`src/rtl/progmem_loader_pkg.sv`:
```
// Shared definitions for the program-memory boot loader and the CPU core that fetches from it.
package progmem_loader_pkg;

  localparam int PM_WORD_W = 40;
  localparam int PM_ADDR_W = 8;

  localparam logic [7:0] SYNC_BYTE = 8'hA5;

  localparam logic [2:0] ST_IDLE  = 3'd0;
  localparam logic [2:0] ST_COUNT = 3'd1;
  localparam logic [2:0] ST_DATA  = 3'd2;
  localparam logic [2:0] ST_CHECK = 3'd3;
  localparam logic [2:0] ST_DONE  = 3'd4;
  localparam logic [2:0] ST_ERROR = 3'd5;

  // Frame checksum is a plain XOR of the count byte and every data byte.
  function automatic logic [7:0] csum_add(input logic [7:0] csum, input logic [7:0] b);
    return csum ^ b;
  endfunction

endpackage

```
`src/rtl/progmem_loader_if.sv`:
```
// Byte-stream input, program-memory write port and CPU status lines of the boot loader.
interface progmem_loader_if import progmem_loader_pkg::*; #(
  parameter int ADDR_W = PM_ADDR_W,
  parameter int WORD_W = PM_WORD_W
);

  logic [7:0]        rx_data;
  logic              rx_valid;
  logic              rx_ready;
  logic              pm_we;
  logic [ADDR_W-1:0] pm_addr;
  logic [WORD_W-1:0] pm_wdata;
  logic              cpu_hold;
  logic              done;
  logic              error;

  modport master (
    output rx_data, rx_valid,
    input  rx_ready, pm_we, pm_addr, pm_wdata, cpu_hold, done, error
  );

  modport slave (
    input  rx_data, rx_valid,
    output rx_ready, pm_we, pm_addr, pm_wdata, cpu_hold, done, error
  );

endinterface

```
`src/rtl/progmem_word_assembler.sv`:
```
// Packs accepted bytes MSB-first into an instruction word and strobes once per completed word.
module progmem_word_assembler import progmem_loader_pkg::*; #(
  parameter int WORD_BYTES = PM_WORD_W / 8
) (
  input  logic                    clk,
  input  logic                    rst,
  input  logic                    clear,
  input  logic                    byte_vld,
  input  logic [7:0]              byte_in,
  output logic [8*WORD_BYTES-1:0] word,
  output logic                    word_vld
);

  localparam int WORD_W = 8 * WORD_BYTES;
  localparam int IDX_W  = $clog2(WORD_BYTES + 1);
  localparam logic [IDX_W-1:0] LAST_IDX = IDX_W'(WORD_BYTES - 1);

  logic [IDX_W-1:0]  idx_p0;
  logic [WORD_W-1:0] shift_p0;
  logic              vld_p1;

  always_ff @(posedge clk) begin
    if (rst) begin
      idx_p0   <= '0;
      shift_p0 <= '0;
      vld_p1   <= 1'b0;
    end else begin
      vld_p1 <= byte_vld && (idx_p0 == LAST_IDX);
      if (clear)
        idx_p0 <= '0;
      else if (byte_vld)
        idx_p0 <= (idx_p0 == LAST_IDX) ? '0 : idx_p0 + IDX_W'(1);
      if (byte_vld)
        shift_p0 <= {shift_p0[WORD_W-9:0], byte_in};
    end
  end

  // p1: the shift register is frozen while the strobe is high because the
  // loader drops ready for that cycle, so it doubles as the write data.
  assign word     = shift_p0;
  assign word_vld = vld_p1;

endmodule

```
`src/rtl/progmem_loader.sv`:
```
// Framed byte-stream boot loader: SYNC, word count, big-endian words, XOR checksum; holds the CPU until verified.
module progmem_loader import progmem_loader_pkg::*; #(
  parameter int         ADDR_W         = PM_ADDR_W,
  parameter int         WORD_BYTES     = PM_WORD_W / 8,
  parameter logic [7:0] SYNC_BYTE      = progmem_loader_pkg::SYNC_BYTE,
  parameter int         TIMEOUT_CYCLES = 100000
) (
  input  logic             i_clk,
  input  logic             i_rst,
  progmem_loader_if.slave  bus
);

  localparam int WORD_W = 8 * WORD_BYTES;
  localparam int TMO_W  = $clog2(TIMEOUT_CYCLES + 1);
  localparam logic [TMO_W-1:0] TMO_LAST = TMO_W'(TIMEOUT_CYCLES - 1);

  logic [2:0]        state_q;
  logic [ADDR_W:0]   nwords_q;
  logic [ADDR_W-1:0] addr_q;
  logic [7:0]        csum_q;
  logic [TMO_W-1:0]  tmo_q;
  logic              error_q;

  logic              accept;
  logic              in_frame;
  logic              timeout;
  logic              last_word;
  logic              asm_vld;
  logic              asm_clear;
  logic              word_we;
  logic [WORD_W-1:0] word;

  assign bus.rx_ready = !i_rst && !word_we && (state_q != ST_ERROR);
  assign accept       = bus.rx_valid && bus.rx_ready;
  assign in_frame     = (state_q == ST_COUNT) || (state_q == ST_DATA) || (state_q == ST_CHECK);
  assign timeout      = in_frame && !accept && (tmo_q == TMO_LAST);
  assign last_word    = ({1'b0, addr_q} + (ADDR_W+1)'(1)) == nwords_q;
  assign asm_vld      = accept && (state_q == ST_DATA);
  assign asm_clear    = (state_q != ST_DATA);

  progmem_word_assembler #(
    .WORD_BYTES (WORD_BYTES)
  ) u_asm (
    .clk      (i_clk),
    .rst      (i_rst),
    .clear    (asm_clear),
    .byte_vld (asm_vld),
    .byte_in  (bus.rx_data),
    .word     (word),
    .word_vld (word_we)
  );

  always_ff @(posedge i_clk) begin
    if (i_rst) begin
      state_q  <= ST_IDLE;
      nwords_q <= '0;
      addr_q   <= '0;
      csum_q   <= '0;
      tmo_q    <= '0;
      error_q  <= 1'b0;
    end else begin
      if (word_we)
        addr_q <= addr_q + ADDR_W'(1);

      if (!in_frame || accept || timeout)
        tmo_q <= '0;
      else
        tmo_q <= tmo_q + TMO_W'(1);

      // Words already written stay in memory when a frame is abandoned.
      if (timeout) begin
        state_q <= ST_ERROR;
        error_q <= 1'b1;
      end else begin
        case (state_q)
          ST_IDLE, ST_DONE: begin
            if (accept && (bus.rx_data == SYNC_BYTE)) begin
              state_q <= ST_COUNT;
              error_q <= 1'b0;
              csum_q  <= '0;
            end
          end
          ST_COUNT: begin
            if (accept) begin
              nwords_q <= (bus.rx_data == 8'd0) ? {1'b1, {ADDR_W{1'b0}}}
                                                : (ADDR_W+1)'(bus.rx_data);
              csum_q   <= bus.rx_data;
              addr_q   <= '0;
              state_q  <= ST_DATA;
            end
          end
          ST_DATA: begin
            if (asm_vld)
              csum_q <= csum_add(csum_q, bus.rx_data);
            if (word_we && last_word)
              state_q <= ST_CHECK;
          end
          ST_CHECK: begin
            if (accept) begin
              if (bus.rx_data == csum_q) begin
                state_q <= ST_DONE;
              end else begin
                state_q <= ST_ERROR;
                error_q <= 1'b1;
              end
            end
          end
          ST_ERROR: state_q <= ST_IDLE;
          default:  state_q <= ST_IDLE;
        endcase
      end
    end
  end

  assign bus.pm_we    = word_we;
  assign bus.pm_addr  = addr_q;
  assign bus.pm_wdata = word;
  assign bus.cpu_hold = (state_q != ST_DONE);
  assign bus.done     = (state_q == ST_DONE);
  assign bus.error    = error_q;

endmodule
```
`src/flat_wrapper.sv`:
```
// flat-port wrapper written by rule: the top's interface ports become plain ports
module progmem_loader_flat import progmem_loader_pkg::*;
#(
  parameter int         ADDR_W         = PM_ADDR_W,
  parameter int         WORD_BYTES     = PM_WORD_W / 8,
  parameter logic [7:0] SYNC_BYTE      = progmem_loader_pkg::SYNC_BYTE,
  parameter int         TIMEOUT_CYCLES = 100000
)
  (i_clk, i_rst, bus_rx_data, bus_rx_valid, bus_rx_ready, bus_pm_we, bus_pm_addr, bus_pm_wdata, bus_cpu_hold, bus_done, bus_error);
  progmem_loader_if #(.ADDR_W(ADDR_W)) bus_i ();
  input  logic i_clk;
  input  logic i_rst;
  input wire logic [$bits(bus_i.rx_data)-1:0] bus_rx_data;
  input wire logic [$bits(bus_i.rx_valid)-1:0] bus_rx_valid;
  output wire logic [$bits(bus_i.rx_ready)-1:0] bus_rx_ready;
  output wire logic [$bits(bus_i.pm_we)-1:0] bus_pm_we;
  output wire logic [$bits(bus_i.pm_addr)-1:0] bus_pm_addr;
  output wire logic [$bits(bus_i.pm_wdata)-1:0] bus_pm_wdata;
  output wire logic [$bits(bus_i.cpu_hold)-1:0] bus_cpu_hold;
  output wire logic [$bits(bus_i.done)-1:0] bus_done;
  output wire logic [$bits(bus_i.error)-1:0] bus_error;
  assign bus_i.rx_data = bus_rx_data;
  assign bus_i.rx_valid = bus_rx_valid;
  assign bus_rx_ready = bus_i.rx_ready;
  assign bus_pm_we = bus_i.pm_we;
  assign bus_pm_addr = bus_i.pm_addr;
  assign bus_pm_wdata = bus_i.pm_wdata;
  assign bus_cpu_hold = bus_i.cpu_hold;
  assign bus_done = bus_i.done;
  assign bus_error = bus_i.error;
  progmem_loader #(.ADDR_W(ADDR_W), .WORD_BYTES(WORD_BYTES), .SYNC_BYTE(SYNC_BYTE), .TIMEOUT_CYCLES(TIMEOUT_CYCLES)) u_core (.i_clk(i_clk), .i_rst(i_rst), .bus(bus_i));
endmodule
```
`config.mk`:
```
export PLATFORM = sky130hd
export DESIGN_NAME = progmem_loader_flat
export DESIGN_NICKNAME = d
export VERILOG_FILES = /design/src/rtl/progmem_loader_pkg.sv /design/src/rtl/progmem_loader_if.sv /design/src/rtl/progmem_word_assembler.sv /design/src/rtl/progmem_loader.sv /design/src/flat_wrapper.sv
export SDC_FILE = /design/constraint.sdc
export NUM_CORES = 1
export LEC_CHECK = 0
export BUFFER_PORTS_ARGS = -buffer_cell sky130_fd_sc_hd__clkbuf_2
export CAP_MARGIN = 20
export CORE_MARGIN = 3
export CORE_UTILIZATION = 51
export CTS_CLUSTER_DIAMETER = 60
export DETAILED_ROUTE_END_ITERATION = 16
export PLACE_DENSITY = 0.76
export REMOVE_ABC_BUFFERS = 1
export SYNTH_ARGS = -nofsm -noshare
export SYNTH_HDL_FRONTEND = slang
export SYNTH_SLANG_ARGS = --single-unit
```
`constraint.sdc`:
```
create_clock -name i_clk -period 1.84 [get_ports i_clk]
set_input_delay 0.184 -clock i_clk [delete_from_list [all_inputs] [get_ports i_clk]]
set_output_delay 0.184 -clock i_clk [all_outputs]
set_load 0.005 [all_outputs]
```
==> out/metrics.yaml <==
yosysTopAreaCell: "sky130_fd_sc_hd__dfxtp_1"
part_of_the_power_in_combinational_logic_pct: 2.9
worst_setup_path_end_kind: "flop"
n_antenna_cell: 0
pwr_density_cell_nw_per_um2: 715
clk_pin_slew_worst_paths_ns: 0.10
timing.final.ws_setup_ns: 0.0454
synthMostInstantiatedCell: "sky130_fd_sc_hd__nand2_1"
drt_drc_violations_left: 0
syn_area_sq_um: 4030
vdd_ir_max_uv: 379
postPlaceCellArea_sq_um: 4590
grt_start_max_net_pins: 67
finalHoldViolations: 0
cp-start-kind: "flop"
die_w_um: 94.9
sequentialPowerShare_pct: 55.9
power_switching_share_pct: 24.0
worst-path-max-fanout: 4
preCtsSetupSlack_ns: -0.128
skew_ns: 0.0143
grt_setup_unrepaired: "false"
io_buffers: 63
grt.overflow.total: 0
clock_tree.htree_level_count: 3
clock-sinks: 90
grt_use_met3_pct: 4.38
synth_top_area_share_pct: 44.7
synth_cell_type_count: 51
fin_crit_ns: 1.79
dieArea_sq_um: 9010
detailroute.via_count: 3691
final_area_sq_um: 4870
route.antenna.remaining_nets: 0
syn_avg_cell_area_sq_um: 8.06
yosysWarningCount: 0
global_route.usage.total_pct: 21.5
groute.layer.met1.usage_pct: 25.6
power.internal_w: 0.00265
number_of_antenna_violations_at_the_first_check_in_global_routing: 0
max_clock_freq_ghz: 0.557
detail_route.vias_per_cell: 5.42
timing.slew.headroom_pct: 56.2
routed_wirelength_mm: 9.39
critical_path_arrival_ns: 2.02
detailedRoute.firstPassIterationCount: 4
finalMaxSlewViolations: 0
grt_first_pass_wirelength_mm: 15.4
ctsLongestPathBuffers: 2
tritoncts_clock_tree: "built"
top_level_ports: 64
worstMarginPinSlew_ns: 0.658
worst-setup-path-type: "reg2reg"
detail_route.iter0.violations: 220
core.rowCount: 31
worstPathRequired_ns: 2.07
timing.max_cap.violations: 0
postSynthCellCount: 500
design.final.nets: 592
cellLeakagePower_nw: 1.81
core_area_sq_um: 7450
synth-edff-count: 0
outcome: "finished clean"
syn_to_final_growth_pct: 20.9
synth_ff_type: "sky130_fd_sc_hd__dfxtp_1"
drive_above_1_share_pct: 23.2
gpl_wtd_cong: 0.896
power.share.clock_pct: 41.2
setup-violations-final: 0
synthTopCellsByCount: "sky130_fd_sc_hd__nand2_1 (110), sky130_fd_sc_hd__dfxtp_1 (90), sky130_fd_sc_hd__a21oi_1 (58)"
initial_core_util_pct: 54.1
timing.hold.worst.class: "in2reg"
gr_layer_usage_met2_pct: 36.9
synth.top_cells.by_area: "sky130_fd_sc_hd__dfxtp_1 (45%), sky130_fd_sc_hd__nand2_1 (10%), sky130_fd_sc_hd__a21oi_1 (7.2%), sky130_fd_sc_hd__xnor2_1 (4.1%), sky130_fd_sc_hd__nor2_1 (3.5%)"
dpl.hpwl_mm: 6.51
layer_with_the_highest_usage: "met2"
library_cell_used_as_clock_root_buffer: "sky130_fd_sc_hd__clkbuf_8"
fin_crit_sh_pct: 97.5
fillerInstances: 658
flop_and_latch_count_out_of_synthesis: 90
synth_async_reset_ratio_pct: 0
cts_made_buffers: 9
drt-wirelength-per-cell_um: 13.8
floorplan.die.height_um: 94.9
cts_setup_buffers: 0
worstSkewPairLatency_ns: 0.36
via_count_of_the_first_global_routing_pass: 3493
ys_seq_area_share_pct: 44.7
p_switching_w: 0.000836
## state kept, by name, indices dropped and copies added (netlist names)
name	flops
u_core.nwords_q	9
u_core.csum_q	8
u_core.tmo_q	17
u_core.u_asm.idx_p0	3
u_core.state_q	3
u_core.u_asm.word	40
u_core.bus.pm_addr	8
u_core.bus.error	1
u_core.u_asm.word_vld	1
## area by class of cell
type / instances / area [sq um] / share of cell area (%)
Clock inverter: 7 / 95.1 / 1.95
Multi-Input combinational cell: 377 / 2130 / 43.6
Timing Repair Buffer: 93 / 578 / 11.9
Tap cell: 99 / 124 / 2.54
Inverter: 6 / 22.5 / 0.462
Clock buffer: 9 / 124 / 2.54
Sequential cell: 90 / 1800 / 37.0
## metal layers
| metal | share of wire [%] | wire length [um] |
|---|---|---|
| met2 | 51 | 4760 |
| met3 | 4.4 | 411 |
| met5 | 0 | 0 |
| met4 | 2.4 | 225 |
| met1 | 42 | 3990 |
## critical path, cell delays in order (launching register included)
cell and delay (ns):
sky130_fd_sc_hd__dfxtp_1 0.33, sky130_fd_sc_hd__or3b_2 0.48, sky130_fd_sc_hd__or3_4 0.41, sky130_fd_sc_hd__nor3_2 0.11, sky130_fd_sc_hd__buf_4 0.14, sky130_fd_sc_hd__nor3_1 0.04
sky130_fd_sc_hd__a21oi_1 0.11, sky130_fd_sc_hd__nor3_1 0.05
## timing repair
action                                  4_1_cts  5_1_grt
hold buffers                                  0        0
endpoints found under the setup margin       19       19
gates resized for setup                       7        8
pin swaps                                     2        2
gates cloned                                  1        0
## worst paths after layout
kind | startpoint | end | slack [ns] | depth (start not counted)
worst min register to register | u_core.u_asm.word[34] | u_core.u_asm.word[34] | 0.46 | 2
worst max register to register | u_core.tmo_q[16] | u_core.state_q[1] | 0.05 | 7
worst max-delay path | u_core.tmo_q[16] | u_core.state_q[1] | 0.05 | 7
worst min-delay path | bus_rx_data[5] | u_core.u_asm.word[5] | 0.19 | 3
## through the flow
stage	hold slack (ns)	std cells	setup TNS, ns	power [W]	util [%]
floorplan	0.253	472	-28.14	0.00202	-
global placement	0.441	664	-1.04	0.00209	61.7
detailed placement	0.447	664	-2.02	0.00209	61.7
CTS	0.168	681	0	0.00352	65.1
global route	0.191	681	0	0.00360	65.4
finish	0.185	681	0	0.00348	65.4
## cell families (layout without fill, tap and decap cells)
logic type / after synthesis / count (layout) / share of synthesized area (%)
and+or+nand+nor: 231 / 232 / 26.7
AOI/OAI and AO/OA: 104 / 104 / 15.2
DFF: 90 / 90 / 44.7
xor gates and xnor gates: 35 / 35 / 7.61
buffers and inverters: 34 / 115 / 4.10
adders and majority gates: 4 / 4 / 1.24
muxes: 2 / 2 / 0.497
## power by group through the flow
stage	combinational, W	clock [W]	sequential, W
6_report	0.000102	0.00144	0.00195
3_3_place_gp	0.0000998	0	0.00199
2_1_floorplan	0.0000258	0	0.00199
5_1_grt	0.000110	0.00155	0.00195
4_1_cts	0.000101	0.00147	0.00195
3_5_place_dp	0.0000997	0	0.00199
## cell usage in the layout (no fill, tap or decap), drive strengths merged, types with 3 or more instances in the layout
| cell | n |
|---|---|
| and3 | 10 |
| xnor2 | 19 |
| nand2b | 4 |
| nor2b | 10 |
| or2 | 3 |
| o21ai | 26 |
| nand2 | 112 |
| ha | 4 |
| nor2 | 39 |
| or4 | 3 |
| buf | 30 |
| a21oi | 59 |
| inv | 9 |
| xor2 | 16 |
| clkbuf | 72 |
| nand4 | 5 |
| nor4 | 3 |
| nand3 | 18 |
| and2 | 3 |
| clkinv | 3 |
| dfxtp | 90 |
| a32o | 8 |
| nor3 | 12 |
Power figures use the tool's default switching activity.
